[src/rtl/mult_pkg.sv]
// Shared types for the sequential fixed-point multiplier.
package mult_pkg;

   // Output-format selection, sampled once per operation at accept.
   typedef enum logic [1:0] {
      MODE_MID_TRUNC   = 2'd0,
      MODE_HIGH_TRUNC  = 2'd1,
      MODE_MID_RND_SAT = 2'd2,
      MODE_LOW_SAT     = 2'd3
   } mode_e;

   // Control FSM states.
   typedef enum logic [1:0] {
      IDLE = 2'd0,
      BUSY = 2'd1,
      DONE = 2'd2
   } state_e;

endpackage

[src/rtl/mult_format.sv]
// Combinational result formatter: selects, rounds and saturates a full product.
module mult_format
   import mult_pkg::*;
#(
   parameter int unsigned WIDTH = 16
) (
   input  logic [2*WIDTH-1:0] prod,
   input  mode_e              mode,
   output logic [WIDTH-1:0]   data,
   output logic               ovf
);

   localparam int unsigned H  = WIDTH / 2;
   // Rounded mid slice needs one extra bit so the +1 carry is visible.
   localparam int unsigned RW = WIDTH + H + 1;

   logic [RW-1:0] rnd;

   // Pick the slice for the requested mode and flag anything that did not fit.
   always_comb begin
      rnd  = {1'b0, prod[2*WIDTH-1:H]} + RW'(prod[H-1]);
      data = '0;
      ovf  = 1'b0;
      unique case (mode)
         MODE_MID_TRUNC: begin
            data = prod[WIDTH+H-1:H];
            ovf  = |prod[2*WIDTH-1:WIDTH+H];
         end
         MODE_HIGH_TRUNC: begin
            data = prod[2*WIDTH-1:WIDTH];
         end
         MODE_MID_RND_SAT: begin
            if (|rnd[RW-1:WIDTH]) begin
               data = '1;
               ovf  = 1'b1;
            end else begin
               data = rnd[WIDTH-1:0];
            end
         end
         MODE_LOW_SAT: begin
            if (|prod[2*WIDTH-1:WIDTH]) begin
               data = '1;
               ovf  = 1'b1;
            end else begin
               data = prod[WIDTH-1:0];
            end
         end
         default: begin
            data = '0;
            ovf  = 1'b0;
         end
      endcase
   end

endmodule

[src/rtl/seq_fixed_multiplier.sv]
// Iterative radix-2 shift-add unsigned multiplier with valid/ready on both sides.
module seq_fixed_multiplier
   import mult_pkg::*;
#(
   parameter int unsigned WIDTH = 16,
   parameter int unsigned CNT_W = $clog2(WIDTH + 1)
) (
   input  logic             clk,
   input  logic             rst_n,
   input  logic             in_valid,
   output logic             in_ready,
   input  logic [WIDTH-1:0] in_a,
   input  logic [WIDTH-1:0] in_b,
   input  logic [1:0]       in_mode,
   output logic             out_valid,
   input  logic             out_ready,
   output logic [WIDTH-1:0] out_data,
   output logic             out_ovf
);

   state_e              state_q, state_d;
   mode_e               mode_q, mode_d;
   logic [2*WIDTH-1:0]  a_sh_q, a_sh_d;    // multiplicand, shifted left once per iteration
   logic [WIDTH-1:0]    b_sh_q, b_sh_d;    // multiplier, shifted right so bit 0 is current
   logic [2*WIDTH:0]    prod_q, prod_d;    // product plus carry guard bit
   logic [CNT_W-1:0]    cnt_q, cnt_d;
   logic [WIDTH-1:0]    out_data_q, out_data_d;
   logic                out_ovf_q, out_ovf_d;

   logic [2*WIDTH:0]    prod_add;
   logic [WIDTH-1:0]    fmt_data;
   logic                fmt_ovf;

   // Partial product for this iteration; also feeds the formatter on the last one.
   assign prod_add = prod_q + (b_sh_q[0] ? {1'b0, a_sh_q} : '0);

   mult_format #(
      .WIDTH (WIDTH)
   ) u_format (
      .prod (prod_add[2*WIDTH-1:0]),
      .mode (mode_q),
      .data (fmt_data),
      .ovf  (fmt_ovf)
   );

   // Next-state and datapath control.
   always_comb begin
      state_d    = state_q;
      mode_d     = mode_q;
      a_sh_d     = a_sh_q;
      b_sh_d     = b_sh_q;
      prod_d     = prod_q;
      cnt_d      = cnt_q;
      out_data_d = out_data_q;
      out_ovf_d  = out_ovf_q;
      unique case (state_q)
         IDLE: begin
            if (in_valid) begin
               a_sh_d  = {{WIDTH{1'b0}}, in_a};
               b_sh_d  = in_b;
               mode_d  = mode_e'(in_mode);
               prod_d  = '0;
               cnt_d   = '0;
               state_d = BUSY;
            end
         end
         BUSY: begin
            prod_d = prod_add;
            a_sh_d = a_sh_q << 1;
            b_sh_d = b_sh_q >> 1;
            cnt_d  = cnt_q + CNT_W'(1);
            if (cnt_q == CNT_W'(WIDTH - 1)) begin
               out_data_d = fmt_data;
               out_ovf_d  = fmt_ovf;
               state_d    = DONE;
            end
         end
         DONE: begin
            // Accept is deliberately not allowed on the output-handshake edge.
            if (out_ready) begin
               state_d = IDLE;
            end
         end
         default: state_d = IDLE;
      endcase
   end

   // State and datapath registers.
   always_ff @(posedge clk or negedge rst_n) begin
      if (!rst_n) begin
         state_q    <= IDLE;
         mode_q     <= MODE_MID_TRUNC;
         a_sh_q     <= '0;
         b_sh_q     <= '0;
         prod_q     <= '0;
         cnt_q      <= '0;
         out_data_q <= '0;
         out_ovf_q  <= 1'b0;
      end else begin
         state_q    <= state_d;
         mode_q     <= mode_d;
         a_sh_q     <= a_sh_d;
         b_sh_q     <= b_sh_d;
         prod_q     <= prod_d;
         cnt_q      <= cnt_d;
         out_data_q <= out_data_d;
         out_ovf_q  <= out_ovf_d;
      end
   end

   assign in_ready  = (state_q == IDLE);
   assign out_valid = (state_q == DONE);
   assign out_data  = out_data_q;
   assign out_ovf   = out_ovf_q;

endmodule

[config.mk]
export PLATFORM = sky130hd
export DESIGN_NAME = seq_fixed_multiplier
export DESIGN_NICKNAME = d
export VERILOG_FILES = /design/src/rtl/mult_pkg.sv /design/src/rtl/mult_format.sv /design/src/rtl/seq_fixed_multiplier.sv
export SDC_FILE = /design/constraint.sdc
export NUM_CORES = 1
export LEC_CHECK = 0
export ABC_AREA = 1
export CAP_MARGIN = 20
export CORE_MARGIN = 2
export CORE_UTILIZATION = 40
export DETAILED_ROUTE_END_ITERATION = 10
export HOLD_SLACK_MARGIN = 0.06
export PLACE_DENSITY = 0.72
export REMOVE_ABC_BUFFERS = 1
export SETUP_SLACK_MARGIN = 0.05
export SLEW_MARGIN = 15
export SYNTH_ARGS = -nofsm -noshare
export SYNTH_HDL_FRONTEND = slang
export SYNTH_SLANG_ARGS = --single-unit
[constraint.sdc]
create_clock -name clk -period 3.9 [get_ports clk]
set_input_delay 0.585 -clock clk [delete_from_list [all_inputs] [get_ports clk]]
set_output_delay 0.585 -clock clk [all_outputs]
set_load 0.02 [all_outputs]
Yosys cells after proc, flatten, opt, wreduce, memory -nomap -nowiden
Cells that the tools add are included.

word-level totals
  register bits after elaboration = 107
  bits in latches = 0
  memory bits (writable) = 0
  bits in read-only memories = 0
  bits of input ports = 38
  output and inout port bits = 19
  word-level logic and storage cells = 49
  memories = 0

cells by class
  add/subtract/negate cells = 3
  $mul = 0
  div/mod/pow operators = 0
  magnitude comparators = 0
  eq/ne operators = 9
  shift operators = 0
  mux-type cells = 19
  bitwise gates (word level) = 0
  reductions and logical operators = 10

operators with widths
  operator               count
  $pmux W33 S2           1
  $mux W32               2
  $pmux W16 S4           1
  $pmux W32 S2           1
  $mux W16               3
  $add A33 B32 Y33       1
  $mux W33               1
  $pmux W16 S2           1
  $add A24 B1 Y25        1
  $reduce_or A16 Y1      1
  $pmux W5 S2            1
  $reduce_or A9 Y1       1
  $reduce_or A8 Y1       1
  $eq A2 B2 Y1 const B   3
  $mux W2                3
  $pmux W2 S3            1
  $reduce_and A2 Y1      3
  $add A5 B1 Y5 const B  1
  $eq A5 B4 Y1 const B   1
  $mux W5                1
  $eq A2 B1 Y1 const B   2
  $logic_not A2 Y1       2
  $ne A2 B2 Y1 const B   2
  $pmux W1 S3            1
  4 further kinds        5

Logic depth before layout (Yosys ltp)
  depth after elaboration = 6
  depth in mapped cells = 30
  depth with buffers taken out = 27

Hierarchy
Synthesis repeated with hierarchy kept, for this count alone.

second synthesis, totals
  cell total of the unflattened synthesis = 1212
  area total of the unflattened synthesis = 8156.6 sq um

by module, submodules not included
  module                instances  cells each  area each (sq um)
  seq_fixed_multiplier  1          947         6837.8
  mult_format           1          265         1318.8

Worst setup path before layout
OpenSTA, ideal clock, no wires.

  path kind = reg-to-reg
  from = register b_sh_q[0]
  to = register out_data_q[5], in the netlist out_data[5]
  setup time = 117 ps
  arrival = 3708 ps
  required time = 3783 ps
  slack = 75 ps
  cell stages (with the launch flop) = 30
  path buffers = 3
  period minus slack after synthesis = 3825 ps
  path through = dfrtp_1 -> clkbuf_1 -> clkbuf_1 -> nand2_1 -> inv_1 -> ha_1 -> fa_1 -> nand3_1 -> nand3_1 -> nand2_1 -> nand2_2 -> xor2_1 -> ha_1 -> ha_1 -> nand2_1 -> inv_2 -> nand3_1 -> nor2_2 -> nand2_1 -> nor2_2 -> nand2_1 -> nand2_1 -> nand2_1 -> inv_1 -> nand2_1 -> o21ai_4 -> buf_6 -> nand2_1 -> nand2_1 -> nand2_1

between the ends
  word-level cells in the longest chain between the ends = 6

RTL lines
  what                    line                         text
  from (decl)             seq_fixed_multiplier.sv:24   logic [WIDTH-1:0] b_sh_q, b_sh_d;
  from (signal assigned)  seq_fixed_multiplier.sv:103  b_sh_q <= b_sh_d;
  $mux W32 (*)            seq_fixed_multiplier.sv:35   assign prod_add = prod_q + (b_sh_q[0] ? {1'b0, a_sh_q} : '0);
  $add A33 B32 Y33 (*)    seq_fixed_multiplier.sv:35
  $add A24 B1 Y25         mult_format.sv:21            rnd = {1'b0, prod[2*WIDTH-1:H]} + RW'(prod[H-1]);
  $reduce_or A9 Y1        mult_format.sv:33            if (|rnd[RW-1:WIDTH]) begin
  $mux W16                mult_format.sv:33
  $pmux W16 S4 (*)        mult_format.sv:24            unique case (mode)
  to (signal assigned)    seq_fixed_multiplier.sv:106  out_data_q <= out_data_d;
  to (decl)               seq_fixed_multiplier.sv:27   logic [WIDTH-1:0] out_data_q, out_data_d;

Every way passes the cells marked *; elsewhere a longest branch is shown, timed or not.
A chain may end at the register's enable or synchronous reset.

Worst setup path after layout
  from = register b_sh_q[0]
  to = register out_data_q[9], in the netlist out_data[9]

Same word-level chain as after synthesis.

==> flow_summary.toml <==
[pwr]
p_sw_mw = 5.82
pwr-share-clk_pct = 8.8
p_per_area_nw_per_um2 = 1010
p_comb_share_pct = 72.6
pwr-share-seq_pct = 18.6
peakVddDrop_mv = 0.432
p_sw_share_pct = 53.1
p_leak_nw = 5.66
intPower_mw = 5.13

[finish]
antenna_cells = 0
final_common_cell = "nand2_1"
nNetsFinal = 1518
syn_to_final_growth_pct = 28.7
multi_input_comb_area_um2 = 5460
nFillCells = 2040
utilization_pct = 52.0
regArea_um2 = 2650
drive_gt1_share_pct = 17.7
final_cell_mix = "nand2_1, inv_1, dfrtp_1"
fin_cells = 1724

[sta]
max_clock_freq_mhz = 268
setup_ws_ns = 0.173
fin_crit_ns = 3.73
rsz0062_at_grt = "true"
worst_hold_slack_ns = 0.156
fin_skew_ns = 0.0110
worstMarginPinSlew_ns = 0.902
finalMaxSlewViolations = 0
relSlewSlack_pct = 39.9
setup_violations = 0
setup_tns_ns = 0
timing.final.crit_share_pct = 95.6
hold_viol = 0

[synth]
seq_area_frac_synth_pct = 31.4
synth.distinct_cells = 41
async_flop_share_pct = 100
yosysWarningCount = 0
synth-main-ff-cell = "dfrtp_1"
avgSynthCellArea_um2 = 6.30
synth-edff-count = 0
syn_inst = 1341
ys_seq_elements = 106
synth.cell_area_um2 = 8440

[drt]
via_per_inst = 5.26
firstDrtPassIters = 9
drcViolationCount = 0
vias = 9069
dr.first_iter.drc_count = 844
routed_wl_mm = 27.3
avgRoutedWirePerCell_um = 15.8
ant_nets = 0

[placement]
pre_cts_slack_ns = 0.0611
place.gp.congestion = 0.993
dp_hpwl_mm = 20.4
numPortBuffers = 56
dpl.cell_count = 1693

[floorplanning]
num_rows = 53
die_w_um = 149
die_h_um = 149
start_util_pct = 40.4
dieArea_um2 = 22300
core_um2 = 20900
ioPinCount = 57

[cts]
h-tree-depth = 3
worstSkewPairLatency_ns = 0.37
cts_max_path_buffers = 2
cts_hold_buf = 0
cts_tree = "built"
clk_pin_slew_ns = 0.08
cts.sinks = 106
root_buffer = "clkbuf_16"
numCtsBuffers = 9

[critical_path]
path_max_fanout = 8
path_class = "flop to flop"
startpoint_type = "flop"
crit_path_end_kind = "flop"
crit_slowest_cell = "dfrtp_2"
worstPathRequired_ns = 4.16
crit_top_cell = "nand2_1"
crit_buf_inv = 7
worstPathArrival_ns = 3.99
crit_family = "simple AND/OR/NAND/NOR gates"
cp_slowest_stage_delay_ns = 0.52

[run]
cap_violations = 0

[min_path]
worstHoldPathType = "input pin to asynchronous set/reset pin"

[grt]
antenna_found_initial = 0
overflow = 0
grt_pass1_wl_mm = 42.1
grt_max_degree = 74
track_usage_pct = 23.9
grt_pass1_vias = 8416

[status]
status = "completed"
-- layout make-up --
type / instances / area share, %
Clock inverter: 7 / 0.841
Clock buffer: 9 / 2.07
Timing Repair Buffer: 129 / 11.2
Inverter: 234 / 8.08
Tap cell: 275 / 3.17
Multi-Input combinational cell: 964 / 50.2
Sequential cell: 106 / 24.4
-- registers in the layout, indices dropped and copies added (netlist names) --
register and cells:
out_data 16, b_sh_q 16, out_ovf 1, a_sh_q 32, cnt_q 5, state_q 2, mode_q 2, prod_q 32
-- worst paths after layout --
kind,slack [ns],cells after the start,start,end
max,0.17,29,b_sh_q[0]$_DFFE_PN0P_,out_data[9]$_DFFE_PN0P_
min,0.16,1,rst_n,a_sh_q[23]$_DFFE_PN0P_
max reg2reg,0.17,29,b_sh_q[0]$_DFFE_PN0P_,out_data[9]$_DFFE_PN0P_
min reg2reg,0.49,2,b_sh_q[6]$_DFFE_PN0P_,b_sh_q[6]$_DFFE_PN0P_
max in group asynchronous,2.97,2,rst_n,b_sh_q[0]$_DFFE_PN0P_
min in group clk,0.49,2,b_sh_q[6]$_DFFE_PN0P_,b_sh_q[6]$_DFFE_PN0P_
-- power groups by stage --
stage / clock (mW) / combinational, mW / sequential [mW]
2_1_floorplan: 0 / 4.06 / 2.00
4_1_cts: 0.979 / 6.74 / 1.95
5_1_grt: 1.02 / 8.62 / 2.10
3_5_place_dp: 0 / 6.71 / 1.95
3_3_place_gp: 0 / 6.65 / 1.96
6_report: 0.966 / 7.94 / 2.04
-- metal layers --
layer | track usage [%] | part of all wire [%]
met3 | 2.45 | 6.6
met2 | 38.1 | 46
met4 | 7.57 | 2.9
met5 | 0 | 0
met1 | 34.1 | 45
-- synthesized netlist by cell type, types with 2 or more instances --
master | instances | area (um2)
dfrtp_1 | 106 | 2650
ha_1 | 35 | 438
xor2_1 | 8 | 70.1
o211ai_1 | 2 | 15.0
clkbuf_1 | 33 | 124
o22ai_1 | 27 | 169
a21o_1 | 2 | 15.0
nand4_1 | 20 | 125
o21ai_0 | 68 | 340
nand2_2 | 19 | 119
clkinv_1 | 2 | 7.51
xnor2_1 | 5 | 43.8
inv_1 | 224 | 841
nand2_4 | 2 | 22.5
nand3_2 | 5 | 50.1
nor4_1 | 10 | 62.6
o2111ai_1 | 2 | 17.5
nor2_4 | 6 | 67.6
nand3_1 | 109 | 546
nor2_2 | 12 | 75.1
a22o_1 | 3 | 26.3
and2_1 | 3 | 18.8
buf_1 | 2 | 7.51
o221ai_1 | 16 | 140
nand2_1 | 481 | 1810
nor3_1 | 8 | 40.0
o31ai_1 | 2 | 15.0
nor2_1 | 82 | 308
inv_2 | 8 | 30.0
a31oi_1 | 2 | 12.5
nor3_2 | 2 | 20.0
a21oi_1 | 26 | 130
-- kinds of logic (layout without fill, tap and decap cells) --
kind of cell | after synthesis | count (layout) | share of synthesized area (%)
AND/OR/NAND/NOR | 761 | 761 | 38.8
AO/OA/AOI/OAI | 154 | 154 | 10.9
flip-flops | 106 | 106 | 31.4
adder cells (fa/ha/maj) | 36 | 36 | 5.42
XOR/XNOR | 13 | 13 | 1.35
buffers and inverters | 271 | 379 | 12.2
-- repair_timing --
item	in CTS	in global routing
resized for setup	1	150
setup buffers	0	11
pin swaps	0	13
setup endpoints to repair	1	17
gates cloned	0	4
-- through the flow --
| step | total power [mW] | area [um2] |
|---|---|---|
| detailed placement | 8.66 | 9690 |
| floorplan | 6.07 | 8300 |
| finish | 10.9 | 10900 |
| global route | 11.7 | 10900 |
| CTS | 9.67 | 10000 |
| global placement | 8.61 | 9690 |
(Power assumes the default switching activity.)
